===== config.mk =====
export PLATFORM = sky130hd
export DESIGN_NAME = sw_debounce
export DESIGN_NICKNAME = d
export VERILOG_FILES = /design/src/rtl/sw_debounce.sv
export SDC_FILE = /design/constraint.sdc
export NUM_CORES = 1
export LEC_CHECK = 0
export CORE_MARGIN = 3
export CORE_UTILIZATION = 55
export DETAILED_ROUTE_END_ITERATION = 7
export MAX_ROUTING_LAYER = met4
export PLACE_DENSITY = 0.71
export SYNTH_ARGS = -nofsm -noshare
export SYNTH_HDL_FRONTEND = slang
export SYNTH_SLANG_ARGS = --single-unit

===== constraint.sdc =====
create_clock -name clk -period 23.6 [get_ports clk]
set_clock_uncertainty 0.2 [all_clocks]
set_input_delay 7.08 -clock clk [delete_from_list [all_inputs] [get_ports clk]]
set_output_delay 7.08 -clock clk [all_outputs]
set_load 0.005 [all_outputs]

===== src/rtl/sw_debounce.sv =====
// sw_debounce: two-flop synchroniser and per-bit stability filter for board slide switches.
// Drives registered clean levels and one-cycle rise/fall event pulses.
module sw_debounce #(
    parameter int WIDTH         = 8,
    parameter int STABLE_CYCLES = 1000000,
    parameter int CNT_W         = 20
) (
    input  logic             clk,
    input  logic             rst,
    input  logic [WIDTH-1:0] sw_raw,
    output logic [WIDTH-1:0] sw_clean,
    output logic [WIDTH-1:0] sw_rise,
    output logic [WIDTH-1:0] sw_fall,
    output logic             changed
);

    // STABLE: synchronised bit agrees with the clean level; COUNTING: it disagrees.
    typedef enum logic {
        STABLE   = 1'b0,
        COUNTING = 1'b1
    } state_t;

    localparam logic [CNT_W-1:0] CNT_LAST = CNT_W'(STABLE_CYCLES - 1);

    logic [WIDTH-1:0] sync1;
    logic [WIDTH-1:0] s;
    logic [CNT_W-1:0] cnt     [WIDTH];
    logic [CNT_W-1:0] cnt_nxt [WIDTH];
    logic [WIDTH-1:0] clean_nxt;
    logic [WIDTH-1:0] rise_nxt;
    logic [WIDTH-1:0] fall_nxt;
    state_t           state   [WIDTH];

    // NOTE: sequential state is only ever written with non-blocking assignments so every
    // register samples the pre-edge values of its neighbours.
    always_ff @(posedge clk or posedge rst) begin
        if (rst) begin
            sync1    <= '0;
            s        <= '0;
            sw_clean <= '0;
            sw_rise  <= '0;
            sw_fall  <= '0;
            // NOTE: the counter array is reset too, so a reset mid-count discards all progress.
            for (int i = 0; i < WIDTH; i++) begin
                cnt[i] <= '0;
            end
        end else begin
            sync1    <= sw_raw;
            s        <= sync1;
            sw_clean <= clean_nxt;
            sw_rise  <= rise_nxt;
            sw_fall  <= fall_nxt;
            for (int i = 0; i < WIDTH; i++) begin
                cnt[i] <= cnt_nxt[i];
            end
        end
    end

    always_comb begin
        // NOTE: every signal written here gets a default first, so no path can infer a latch.
        clean_nxt = sw_clean;
        rise_nxt  = '0;
        fall_nxt  = '0;
        for (int i = 0; i < WIDTH; i++) begin
            cnt_nxt[i] = '0;
            state[i]   = (s[i] == sw_clean[i]) ? STABLE : COUNTING;
            case (state[i])
                STABLE: begin
                    cnt_nxt[i] = '0;
                end
                COUNTING: begin
                    if (cnt[i] == CNT_LAST) begin
                        clean_nxt[i] = s[i];
                        rise_nxt[i]  = s[i];
                        fall_nxt[i]  = ~s[i];
                    end else begin
                        cnt_nxt[i] = cnt[i] + CNT_W'(1);
                    end
                end
                default: begin
                    cnt_nxt[i] = '0;
                end
            endcase
        end
    end

    assign changed = |(sw_rise | sw_fall);

endmodule


# --- After elaboration in Yosys (flattened, before gate mapping) ---
# Cells that the tools add are included.
totals:
  regBits: 200
  latchBits: 0
  ramBits: 0
  rom_bits: 0
  inputBits: 10
  output_inout_bits: 25
  wordCells: 126
  memories: 0
classes:
  n_addsub: 8
  mul: 0
  div_mod_pow: 0
  n_lt_le_gt_ge: 0
  eq_ne: 16
  shift: 0
  muxes: 56
  bitwise: 17
  reduce_logical: 9
ops:
  columns: ["cell", "n"]
  rows:
  - ["case mux 20 bit (2 select lines)", 8]
  - ["adder 20 x 1 -> 20 bit, second input constant", 8]
  - ["== test 20 bit, second input constant", 8]
  - ["two-way mux 20 bit", 8]
  - ["two-way mux 1 bit", 40]
  - ["inverter 1 bit", 16]
  - ["AND reduction 2 bit", 8]
  - ["== test 1 bit", 8]
  - ["OR 8 bit", 1]
  - ["OR reduction 8 bit", 1]

# --- Logic depth before layout (Yosys ltp) ---
# Gate-level depths: netlist of the first run.
depth:
  word_depth: 3
  depth_mapped: 7
  depth_no_buf: 5

# --- Worst setup path after synthesis of the first run ---
# No wires, ideal clock.
synth_timing:
  path_kind: "reg-to-output"
  start: "register sw_rise[5]"
  end: "output changed"
  t_arrival_ns: 0.756
  required_ns: 16.320
  slack_ns: 15.564
  stages_incl_launch_ff: 3
  path_buffers: 0
  path_cell_list: "dfrtp_1 > nor4_1 > nand4_1"
synth_between:
  elab_chain_cells: 2
synth_rtl:
  columns: ["element", "line_no", "source"]
  rows:
  - ["start, declared", "12", "output logic [WIDTH-1:0] sw_rise,"]
  - ["start signal, assigned", "51", "sw_rise <= rise_nxt;"]
  - ["OR 8 bit", "87", "assign changed = |(sw_rise | sw_fall);"]
  - ["OR reduction 8 bit", "87", null]
  - ["end, declared", "14", "output logic changed"]
# Every way passes these cells.

# --- Final worst setup path of the first run ---
layout_timing:
  start: "register sw_rise[1]"
  end: "output changed"
# Same word-level chain as after synthesis.

==> key figures, run 1 <==
Outcome
  – Run status: finished, final reports clean

Yosys
  – Most frequent cells after synthesis: dfrtp_1 (200), nor2_1 (115), nand3_1 (64)
  – Avg Inst Size Synth: slightly above 10 um^2
  – Seq/Total Area, Yosys: 53.7%
  – Most frequent cell after synthesis: dfrtp_1
  – Count of state elements after synthesis: 200
  – Synth cell types: 45
  – FFs w/ async S/R, synth: 100%
  – Synthesized instance count: about 920
  – Mapped Nets: 937
  – EDFF count, synth: 0
  – Ys Warns: 0
  – Dominant cell type by area after synthesis: dfrtp_1
  – Yosys top cell area share: between 50 and 60%
  – Prevailing post-synth register cell: dfrtp_1
  – Top cells by area, synth: dfrtp_1 (54%), xnor2_1 (5.4%), nor2_1 (4.6%)
  – Mapped cell area: 0.00933 mm^2

Route
  – Via-per-instance ratio: 5.72
  – DR vias: 6766
  – Routed Antenna Nets: 0
  – Drt wl/cell: 14.5 um
  – Drt drc: 0
  – Initial DRT Pass Iterations: 5
  – Initial DRC Count: 331
  – Routed wire length: ~17000 um

Layout
  – Syn-to-layout area delta: 12.3%
  – Register Area: 0.00500 mm^2
  – Antenna diodes: 0
  – Layout net count: 972
  – Share of layout cells above drive strength 1: 6.41%
  – Fillcell total: between 1000 and 1500
  – Area taken by multi-input logic gates: 0.00411 mm^2

Floorplanning
  – I/O Pins: 35
  – Initial core utilization: between 50% and 60%
  – Row cnt: 46
  – Core area: approximately 0.016 mm^2
  – Die Span Y: 136 um
  – Die ar.: around 0.019 mm^2
  – Die width: roughly 140 um

Critical path
  – CP Cell Sequence: nor4_1 -> nand4_1 -> clkdlybuf4s50_1
  – Worst-path cell with the longest stage delay: nor4_1
  – Worst path max stage delay: between 0.7 and 0.8 ns
  – Family with the most delay on the worst path: simple AND/OR/NAND/NOR gates
  – CP Launch Type: register
  – R2R setup slack: 20.94 ns
  – Required time worst endpoint: between 15 and 20 ns
  – CP endpoint kind: output pin
  – R2R Path Start: cnt[88]$_DFF_PP0_
  – Endpoint of the worst-slack reg-to-reg timing path: sw_rise[3]$_DFF_PP0_
  – CP Buf/Inv Count: 1
  – Reg2Reg Depth: 4
  – Critical path arrival: 2.16 ns
  – Setup CP Type: reg -> out
  – Crit path max fanout: 2

Hold path
  – Hold Path Cell Cnt: 0
  – Hold crit path type: reg -> reg
  – Worst Hold Launch: sync1[7]$_DFF_PP0_
  – End of the worst hold path: s[7]$_DFF_PP0_

Clocking
  – CTS sink count: 200
  – Total CTS buffers: 17
  – # resized after CTS: 0
  – CTS clk-pin slew, worst paths: 0.07 ns
  – Post-CTS setup buffer count: 0
  – CTS tree: built
  – H-tree Lvls: 4
  – Longest Clk Path Bufs: 2
  – Clock Latency Late Sink: 0.43 ns
  – Cts hold-fix bufs: 0
  – Root buf cell: clkbuf_16

Timing
  – Fmax: ~110 MHz
  – Hold WS: 0.152 ns
  – Final Cycle Share: 40.0%
  – Post-route minimum period: between 9 and 10 ns
  – Finish-stage setup viols: 0
  – RSZ-0062 raised after global routing: false
  – Setup TNS: 0 ns
  – Max transition margin: 40.4%
  – Worst slew pin tran: 0.893 ns
  – Final Hold Viols: 0
  – Slew Viols, Final: 0

Pwr
  – Pwr per Cell Area: 63.1 mW/mm^2
  – P_leak: 4.18 nW
  – Maximum vdd drop: 0.0655 mV

Placement
  – Port Buffers: 34
  – Gpl congestion: 0.807
  – Dpl hpwl: 11500 um

Global routing
  – First-pass GRT wire length: 29700 um
  – Largest net degree at the start of global routing: about 130
  – Number of antenna violations at the first check in global routing: 0
  – Grt total ovfl: 0
  – Total GRT Usage: around a fifth
  – Vias in the first global route: 6388

Run
  – MaxCap Viol Count: 0
## cell families after synthesis
group,after synthesis,synth area share [%]
flip-flops,200,53.7
XOR/XNOR,100,9.39
multiplexers,9,1.11
adder cells (fa/ha/maj),8,1.07
AND/OR/NAND/NOR,440,25.3
AO/OA/AOI/OAI,110,7.23
buffers and inverters,52,2.25
## state kept, by name, indices dropped and copies added, names as in the netlist
| signal | cells |
|---|---|
| sync1 | 8 |
| cnt | 160 |
| sw_rise | 8 |
| s | 8 |
| sw_fall | 8 |
| sw_clean | 8 |
## worst max path at each step
stage,from,to,slack [ns],depth (start not counted)
2_1_floorplan,rst,cnt[0]$_DFF_PP0_,10.87,1
4_1_cts,sw_fall[2]$_DFF_PP0_,changed,14.08,3
3_5_place_dp,rst,cnt[4]$_DFF_PP0_,14.18,3
6_report,sw_rise[1]$_DFF_PP0_,changed,14.16,3
5_1_grt,sw_rise[1]$_DFF_PP0_,changed,13.82,3
3_3_place_gp,rst,cnt[11]$_DFF_PP0_,14.20,3
## where the power goes
group	total (mW)	switching [mW]	internal (mW)
Combinational	0.0201	0.0139	0.00625
Sequential	0.353	0.00523	0.347
Clock	0.288	0.128	0.160
## stage by stage
step / cell area (um^2) / std cells / worst slack (ns) / utilization [%] / power, mW
2_1_floorplan: 9330 / 919 / 10.87 / - / 0.372
3_3_place_gp: 9880 / 1151 / 14.20 / 60.9 / 0.379
3_5_place_dp: 9880 / 1151 / 14.18 / 60.9 / 0.379
4_1_cts: 10500 / 1183 / 14.08 / 64.5 / 0.669
5_1_grt: 10500 / 1183 / 13.82 / 64.5 / 0.685
6_report: 10500 / 1183 / 14.16 / 64.5 / 0.661
## area by class of cell
cell class,count,share of cell area (%)
sequential,200,47.8
timing repair buffer,40,3.68
clock buffer,19,4.23
inverter,28,1.08
clock inverter,13,1.40
multi-input combinational,667,39.2
tap,216,2.58
## per-layer routing
| metal | track usage, % | part of all wire [%] | wire length, um | vias to the layer above |
|---|---|---|---|---|
| li1 | - | - | - | 3363 |
| met1 | 27.8 | 50 | 8540 | 3302 |
| met2 | 30.1 | 45 | 7800 | 94 |
| met3 | 5.14 | 3.9 | 668 | 7 |
| met4 | 5.43 | 0.85 | 146 | 0 |
| met5 | - | 0 | 0 | - |
## cell usage in the layout, fill, tap and decap left out, drive strengths merged, types with 4 or more instances in the layout
| cell type | synthesis | layout |
|---|---|---|
| or4 | 30 | 30 |
| o21ai | 28 | 28 |
| a21oi | 49 | 49 |
| inv | 28 | 30 |
| clkdlybuf4s50 | 0 | 34 |
| dfrtp | 200 | 200 |
| nor4 | 30 | 30 |
| or3 | 29 | 29 |
| xor2 | 43 | 43 |
| and4 | 5 | 5 |
| nor3b | 16 | 16 |
| and3 | 29 | 29 |
| nand4 | 27 | 27 |
| buf | 9 | 6 |
| nand3b | 5 | 5 |
| xnor2 | 57 | 57 |
| clkbuf | 15 | 19 |
| clkinv | 0 | 5 |
| or4b | 5 | 5 |
| nor3 | 18 | 18 |
| o31ai | 25 | 25 |
| ha | 8 | 8 |
| nand3 | 64 | 64 |
| nor2 | 115 | 115 |
| mux2 | 8 | 8 |
| clkinvlp | 0 | 4 |
| nand2 | 52 | 52 |
Note: power is estimated with default switching activity, not from simulation.
==> inputs of run 2 (changes only) <==
==> constraint.sdc (replaced) <==
create_clock -name clk -period 9.7 [get_ports clk]
set_clock_uncertainty 0.2 [all_clocks]
set_input_delay 2.91 -clock clk [delete_from_list [all_inputs] [get_ports clk]]
set_output_delay 2.91 -clock clk [all_outputs]
set_load 0.005 [all_outputs]
==> run 2 against run 1 <==
Against the previous run:
- via count is essentially flat
- largest power group unchanged
- clock-buffer cell count shrank 1
- non-clock buffer count is the same
- critical path type unchanged
==> key figures, run 2 (synthesis gave the netlist of run 1 again) <==
Timing
  – Final Cycle Share: 55.8%
  – Max transition margin: 35.8% (-4.6 points)
  – Slew Viols, Final: 0 (unchanged)
  – Fmax: 185 MHz
  – Final Hold Viols: 0 (unchanged)
  – Finish-stage setup viols: 0 (unchanged)
  – Post-route minimum period: ~5.4 ns
  – Setup TNS: 0 ns (unchanged)
  – Setup ws final: 4.29 ns (-9.87 ns)
  – RSZ-0062 raised after global routing: false
  – Worst slew pin tran: 0.954 ns (+0.0605 ns)

Route
  – Drt wl/cell: 14.7 um (+1.1%)
  – DR vias: 6771 (+0.074%)
  – Via-per-instance ratio: 5.72 (about the same)
  – Drt drc: 0 (unchanged)
  – Initial DRT Pass Iterations: 5 (unchanged)
  – Routed wire length: 17300 um (+1.1%)
  – Initial DRC Count: 402 (+21%)
  – Routed Antenna Nets: 0 (unchanged)

Pwr
  – Final Total Pwr: 1.55 mW (+130%)
  – Pwr per Cell Area: 149 mW/mm^2 (+140%)
  – Maximum vdd drop: 0.136 mV (+110%)
  – P_leak: 4.15 nW (-0.67%)

Hold path
  – Hold Path Cell Cnt: 0 (unchanged)
  – Hold crit path type: reg -> reg
  – Worst Hold Launch: sync1[5]$_DFF_PP0_
  – End of the worst hold path: s[5]$_DFF_PP0_

Global routing
  – Vias in the first global route: 6405 (+0.27%)
  – Grt total ovfl: 0 (unchanged)
  – First-pass GRT wire length: 30100 um (+1.5%)
  – Number of antenna violations at the first check in global routing: 1 (+1)
  – Total GRT Usage: 20.8% (+0.57 points)
  – Largest net degree at the start of global routing: 127 (-5.2%)

Critical path
  – R2R Path Start: cnt[87]$_DFF_PP0_
  – Required time worst endpoint: 6.59 ns (-9.73 ns)
  – Worst-path cell with the longest stage delay: nor4_1
  – Critical path arrival: 2.30 ns (+0.14 ns)
  – Worst path max stage delay: 0.83 ns (+0.11 ns)
  – R2R setup slack: 6.93 ns (-14.01 ns)
  – Reg2Reg Depth: 4 (unchanged)
  – CP Launch Type: register
  – Setup CP Type: reg -> out
  – CP endpoint kind: output pin
  – Crit path max fanout: 2 (unchanged)
  – Endpoint of the worst-slack reg-to-reg timing path: sw_rise[3]$_DFF_PP0_
  – CP Cell Sequence: nor4_1 -> nand4_1 -> clkdlybuf4s50_1

Layout
  – Most frequent cells in the layout: dfrtp_1 (200), nor2_1 (115), nand3_1 (64)
  – Syn-to-layout area delta: 11.7%
  – Final cell area excluding filler cells: 0.0104 mm^2 (-0.56%)
  – Fillcell total: 1342 (-0.074%)
  – Layout net count: 972 (unchanged)
  – Largest Register: cnt
  – Commonest non-fill, non-tap cell in the layout: dfrtp_1
  – Share of layout cells above drive strength 1: 6.41% (unchanged)
  – Antenna diodes: 0 (unchanged)
  – Largest register FFs: 160 (unchanged)

Placement
  – Dpl ws: 4.41 ns (-9.77 ns)
  – Placed Area: 0.00988 mm^2 (unchanged)
  – Gpl congestion: 0.846 (+4.9%)
  – Port Buffers: 34 (unchanged)
  – Dpl hpwl: 11500 um (-0.26%)

Clocking
  – Cts hold-fix bufs: 0 (unchanged)
  – CTS sink count: 200 (unchanged)
  – Longest Clk Path Bufs: 2 (unchanged)
  – Post-CTS setup buffer count: 0 (unchanged)
  – CTS clk-pin slew, worst paths: 0.07 ns (about the same)
  – # resized after CTS: 0 (unchanged)
  – H-tree Lvls: 4 (unchanged)
  – CTS tree: built
  – Root buf cell: clkbuf_16
  – Total CTS buffers: 17 (unchanged)
  – Clock Latency Late Sink: 0.43 ns (about the same)

Floorplanning
  – Core area: 0.0162 mm^2 (unchanged)
  – Die Span Y: 136 um (unchanged)
  – Die width: 136 um (unchanged)
  – Initial core utilization: 57.5% (unchanged)
  – Row cnt: 46 (unchanged)
  – I/O Pins: 35 (unchanged)
  – Die ar.: 0.0186 mm^2 (unchanged)

Run
  – MaxCap Viol Count: 0 (unchanged)

Outcome
  – Run status: finished, final reports clean
## run 2: changes by cell type in the layout (fill, tap and decap cells not counted), sizes merged
cell | before | now
bufinv | 2 | 0
clkbuf | 19 | 18
clkinvlp | 4 | 5
inv | 30 | 32
## run 2: critical path, delay by kind of cell (launching register included)
kind	cells	cell delay, ns
simple gates	2	0.99
buf+inv	1	0.48
flops	1	0.40
## run 2: worst max-delay path by stage
stage / start / depth (start not counted) / slack [ns] / to
2_1_floorplan: rst / 1 / 1.14 / cnt[0]$_DFF_PP0_
3_3_place_gp: rst / 3 / 4.42 / cnt[92]$_DFF_PP0_
3_5_place_dp: rst / 3 / 4.41 / cnt[94]$_DFF_PP0_
4_1_cts: sw_rise[1]$_DFF_PP0_ / 3 / 4.30 / changed
5_1_grt: sw_rise[1]$_DFF_PP0_ / 3 / 4.15 / changed
6_report: sw_rise[1]$_DFF_PP0_ / 3 / 4.29 / changed
## run 2: layer usage
metal / track usage (%) / vias up / part of all wire (%)
met3: 4.00 / 20 / 3.2
met1: 28.7 / 3276 / 49
met4: 7.11 / 0 / 1.6
met2: 31.1 / 99 / 46
li1: - / 3376 / -
met5: - / - / 0
## run 2: through the flow
stage	util [%]	instances	hold slack, ns
final	64.2	1183	0.150
after global routing	64.2	1183	0.158
after CTS	64.2	1183	0.151
after detailed placement	60.9	1151	0.135
after global placement	60.9	1151	0.133
after floorplan	-	919	0.131
## run 2: final cells by class
type                    instances  area [um^2]  area share, %
flip-flops and latches        200         5000           48.1
multi-input cells             667         4110           39.5
clock buffers                  18          429           4.12
repair buffers                 40          385           3.70
well taps                     216          270           2.60
inverters                      28          113           1.08
clock inverters                14          101          0.973
## run 2: power breakdown
group | leakage [nW] | internal [mW] | total (mW) | switching (mW)
sequential | 2.74 | 0.845 | 0.858 | 0.0125
clock | 0.249 | 0.329 | 0.640 | 0.311
combinational | 1.17 | 0.0154 | 0.0492 | 0.0338
==> inputs of run 3 (changes only) <==
--- a/config.mk
+++ b/config.mk
@@ -9,7 +9,7 @@
 export CORE_UTILIZATION = 55
 export DETAILED_ROUTE_END_ITERATION = 7
 export MAX_ROUTING_LAYER = met4
-export PLACE_DENSITY = 0.71
+export PLACE_DENSITY = 0.74
 export SYNTH_ARGS = -nofsm -noshare
 export SYNTH_HDL_FRONTEND = slang
 export SYNTH_SLANG_ARGS = --single-unit
==> constraint.sdc (replaced) <==
create_clock -name clk -period 4.9 [get_ports clk]
set_clock_uncertainty 0.2 [all_clocks]
set_input_delay 1.47 -clock clk [delete_from_list [all_inputs] [get_ports clk]]
set_output_delay 1.47 -clock clk [all_outputs]
set_load 0.005 [all_outputs]
==> run 3 against run 2 <==
Against the previous run:
- final cell count barely moved
- critical endpoint unchanged
- first-iteration DRC count down 3.7%
- largest cell class unchanged
- sequential share of layout area decreased by 0.54 points
- die area unchanged
- largest power group unchanged
- sequential power increased by 98%
- core utilization increased by 0.72 points
- clock-buffer cell count increased by 3
- global-route usage grew 0.51 points
- non-clock buffer count up 2
- routed wire length grew 3.0%
- critical path depth unchanged
- combinational power is 100% higher
==> key figures, run 3 (synthesis gave the netlist of run 1 again) <==
Clocking
  – CTS tree: built
  – Cts hold-fix bufs: 0 (unchanged)
  – Root buf cell: clkbuf_16
  – Post-CTS setup buffer count: 0 (unchanged)
  – H-tree Lvls: 4 (unchanged)
  – # resized after CTS: 0 (unchanged)
  – Longest Clk Path Bufs: 2 (unchanged)
  – CTS clk-pin slew, worst paths: 0.07 ns (about the same)
  – CTS sink count: 200 (unchanged)
  – Clock Latency Late Sink: 0.43 ns (about the same)
  – Total CTS buffers: 17 (unchanged)

Layout
  – Syn-to-layout area delta: 12.9%
  – Most frequent cells in the layout: dfrtp_1 (200), nor2_1 (115), nand3_1 (64)
  – Share of layout cells above drive strength 1: 6.51% (+0.097 points)
  – Antenna diodes: 0 (unchanged)
  – Finished Layout Cells: 1184 (+0.085%)
  – Commonest non-fill, non-tap cell in the layout: dfrtp_1
  – Register Area: 0.00500 mm^2 (unchanged)
  – Final cell area excluding filler cells: 0.0105 mm^2 (+1.1%)
  – Largest Register: cnt
  – Area taken by multi-input logic gates: 0.00411 mm^2 (unchanged)
  – Layout net count: 974 (+0.21%)
  – Fillcell total: 1310 (-2.4%)
  – Largest register FFs: 160 (unchanged)

Hold path
  – Worst Hold Launch: sync1[0]$_DFF_PP0_
  – End of the worst hold path: s[0]$_DFF_PP0_
  – Hold Path Cell Cnt: 0 (unchanged)
  – Hold crit path type: reg -> reg

Timing
  – Fmax: 253 MHz
  – Final Hold Viols: 0 (unchanged)
  – Slew Viols, Final: 0 (unchanged)
  – Finish-stage setup viols: 0 (unchanged)
  – Hold WS: 0.150 ns (-0.000401 ns)
  – Post-route minimum period: 3.96 ns
  – Max transition margin: 38.2% (+2.4 points)
  – Setup TNS: 0 ns (unchanged)
  – RSZ-0062 raised after global routing: false
  – Worst slew pin tran: 0.919 ns (-0.0351 ns)
  – Final Cycle Share: 80.8%

Placement
  – Dpl cells: 1153 (+0.17%)
  – Gpl congestion: 0.814 (-3.8%)
  – Placed Area: 0.00992 mm^2 (+0.37%)
  – Port Buffers: 34 (unchanged)
  – Dpl hpwl: 12000 um (+4.4%)

Floorplanning
  – Row cnt: 46 (unchanged)
  – I/O Pins: 35 (unchanged)
  – Core area: 0.0162 mm^2 (unchanged)
  – Initial core utilization: 57.5% (unchanged)
  – Die Span Y: 136 um (unchanged)
  – Die ar.: 0.0186 mm^2 (unchanged)
  – Die width: 136 um (unchanged)

Critical path
  – R2R setup slack: 2.18 ns (-4.75 ns)
  – R2R Path Start: cnt[88]$_DFF_PP0_
  – CP Buf/Inv Count: 1 (unchanged)
  – Family with the most delay on the worst path: simple AND/OR/NAND/NOR gates
  – Critical path arrival: 2.29 ns (about the same)
  – CP endpoint kind: output pin
  – Endpoint of the worst-slack reg-to-reg timing path: sw_rise[3]$_DFF_PP0_
  – Crit path max fanout: 2 (unchanged)
  – CP Cell Sequence: nor4_1 -> nand4_1 -> clkdlybuf4s50_1
  – Worst-path cell with the longest stage delay: nor4_1
  – Setup CP Type: reg -> out
  – Required time worst endpoint: 3.23 ns (-3.36 ns)
  – Worst path max stage delay: 0.80 ns (-0.03 ns)
  – CP Launch Type: register
  – Reg2Reg Depth: 4 (unchanged)

Pwr
  – Pwr per Cell Area: 308 mW/mm^2 (+110%)
  – Maximum vdd drop: 0.259 mV (+91%)
  – Final Total Pwr: 3.24 mW (+110%)
  – P_leak: 4.21 nW (+1.4%)

Global routing
  – Vias in the first global route: 6530 (+2.0%)
  – Largest net degree at the start of global routing: 80 (-37%)
  – Number of antenna violations at the first check in global routing: 0 (-1)
  – Total GRT Usage: 21.3% (+0.51 points)
  – Grt total ovfl: 0 (unchanged)
  – First-pass GRT wire length: 31100 um (+3.3%)

Route
  – Routed Antenna Nets: 0 (unchanged)
  – Initial DRT Pass Iterations: 5 (unchanged)
  – Routed wire length: 17900 um (+3.0%)
  – Initial DRC Count: 387 (-3.7%)
  – Drt drc: 0 (unchanged)
  – Drt wl/cell: 15.1 um (+2.9%)
  – Via-per-instance ratio: 5.75 (+0.49%)
  – DR vias: 6810 (+0.58%)

Outcome
  – Run status: finished, final reports clean

Run
  – MaxCap Viol Count: 0 (unchanged)
[run 3: cell types whose count changed in the layout (fill, tap and decap cells not counted)]
cell	before	now
clkbuf_8	0	3
clkinv_2	4	2
clkinvlp_4	5	3
buf_12	0	2
inv_8	1	0
inv_6	4	3
clkinv_4	1	0
bufinv_16	0	3
[run 3: worst max-delay path by stage]
| stage | from | endpoint | cells after the start |
|---|---|---|---|
| 2_1_floorplan | rst | cnt[0]$_DFF_PP0_ | 1 |
| 3_3_place_gp | sw_rise[1]$_DFF_PP0_ | changed | 3 |
| 3_5_place_dp | sw_rise[1]$_DFF_PP0_ | changed | 3 |
| 4_1_cts | sw_rise[1]$_DFF_PP0_ | changed | 3 |
| 5_1_grt | sw_rise[1]$_DFF_PP0_ | changed | 3 |
| 6_report | sw_rise[1]$_DFF_PP0_ | changed | 3 |
[run 3: metrics by stage]
stage	setup slack, ns	util [%]
finish	0.942	64.9
global route	0.953	64.9
floorplan	0.642	-
CTS	1.02	64.9
global placement	1.50	61.1
detailed placement	1.50	61.1
[run 3: per-layer routing]
metal / vias to the layer above / GRT usage (%) / part of all wire [%] / wire [um]
met4: 0 / 4.82 / 1.1 / 189
li1: 3370 / - / - / -
met2: 97 / 33.0 / 47 / 8370
met5: - / - / 0 / 0
met1: 3325 / 28.7 / 48 / 8640
met3: 18 / 5.26 / 3.7 / 660
[run 3: final cells by class]
class,instances,share of cell area (%)
Sequential cell,200,47.5
Inverter,28,1.03
Timing Repair Buffer,42,4.04
Multi-Input combinational cell,667,39.0
Tap cell,216,2.57
Clock buffer,21,4.47
Clock inverter,10,1.34
[run 3: power by group]
group          leakage (nW)  switching [mW]  internal (mW)
registers              2.74          0.0241           1.67
clock network         0.296           0.599          0.845
logic                  1.18          0.0667         0.0328
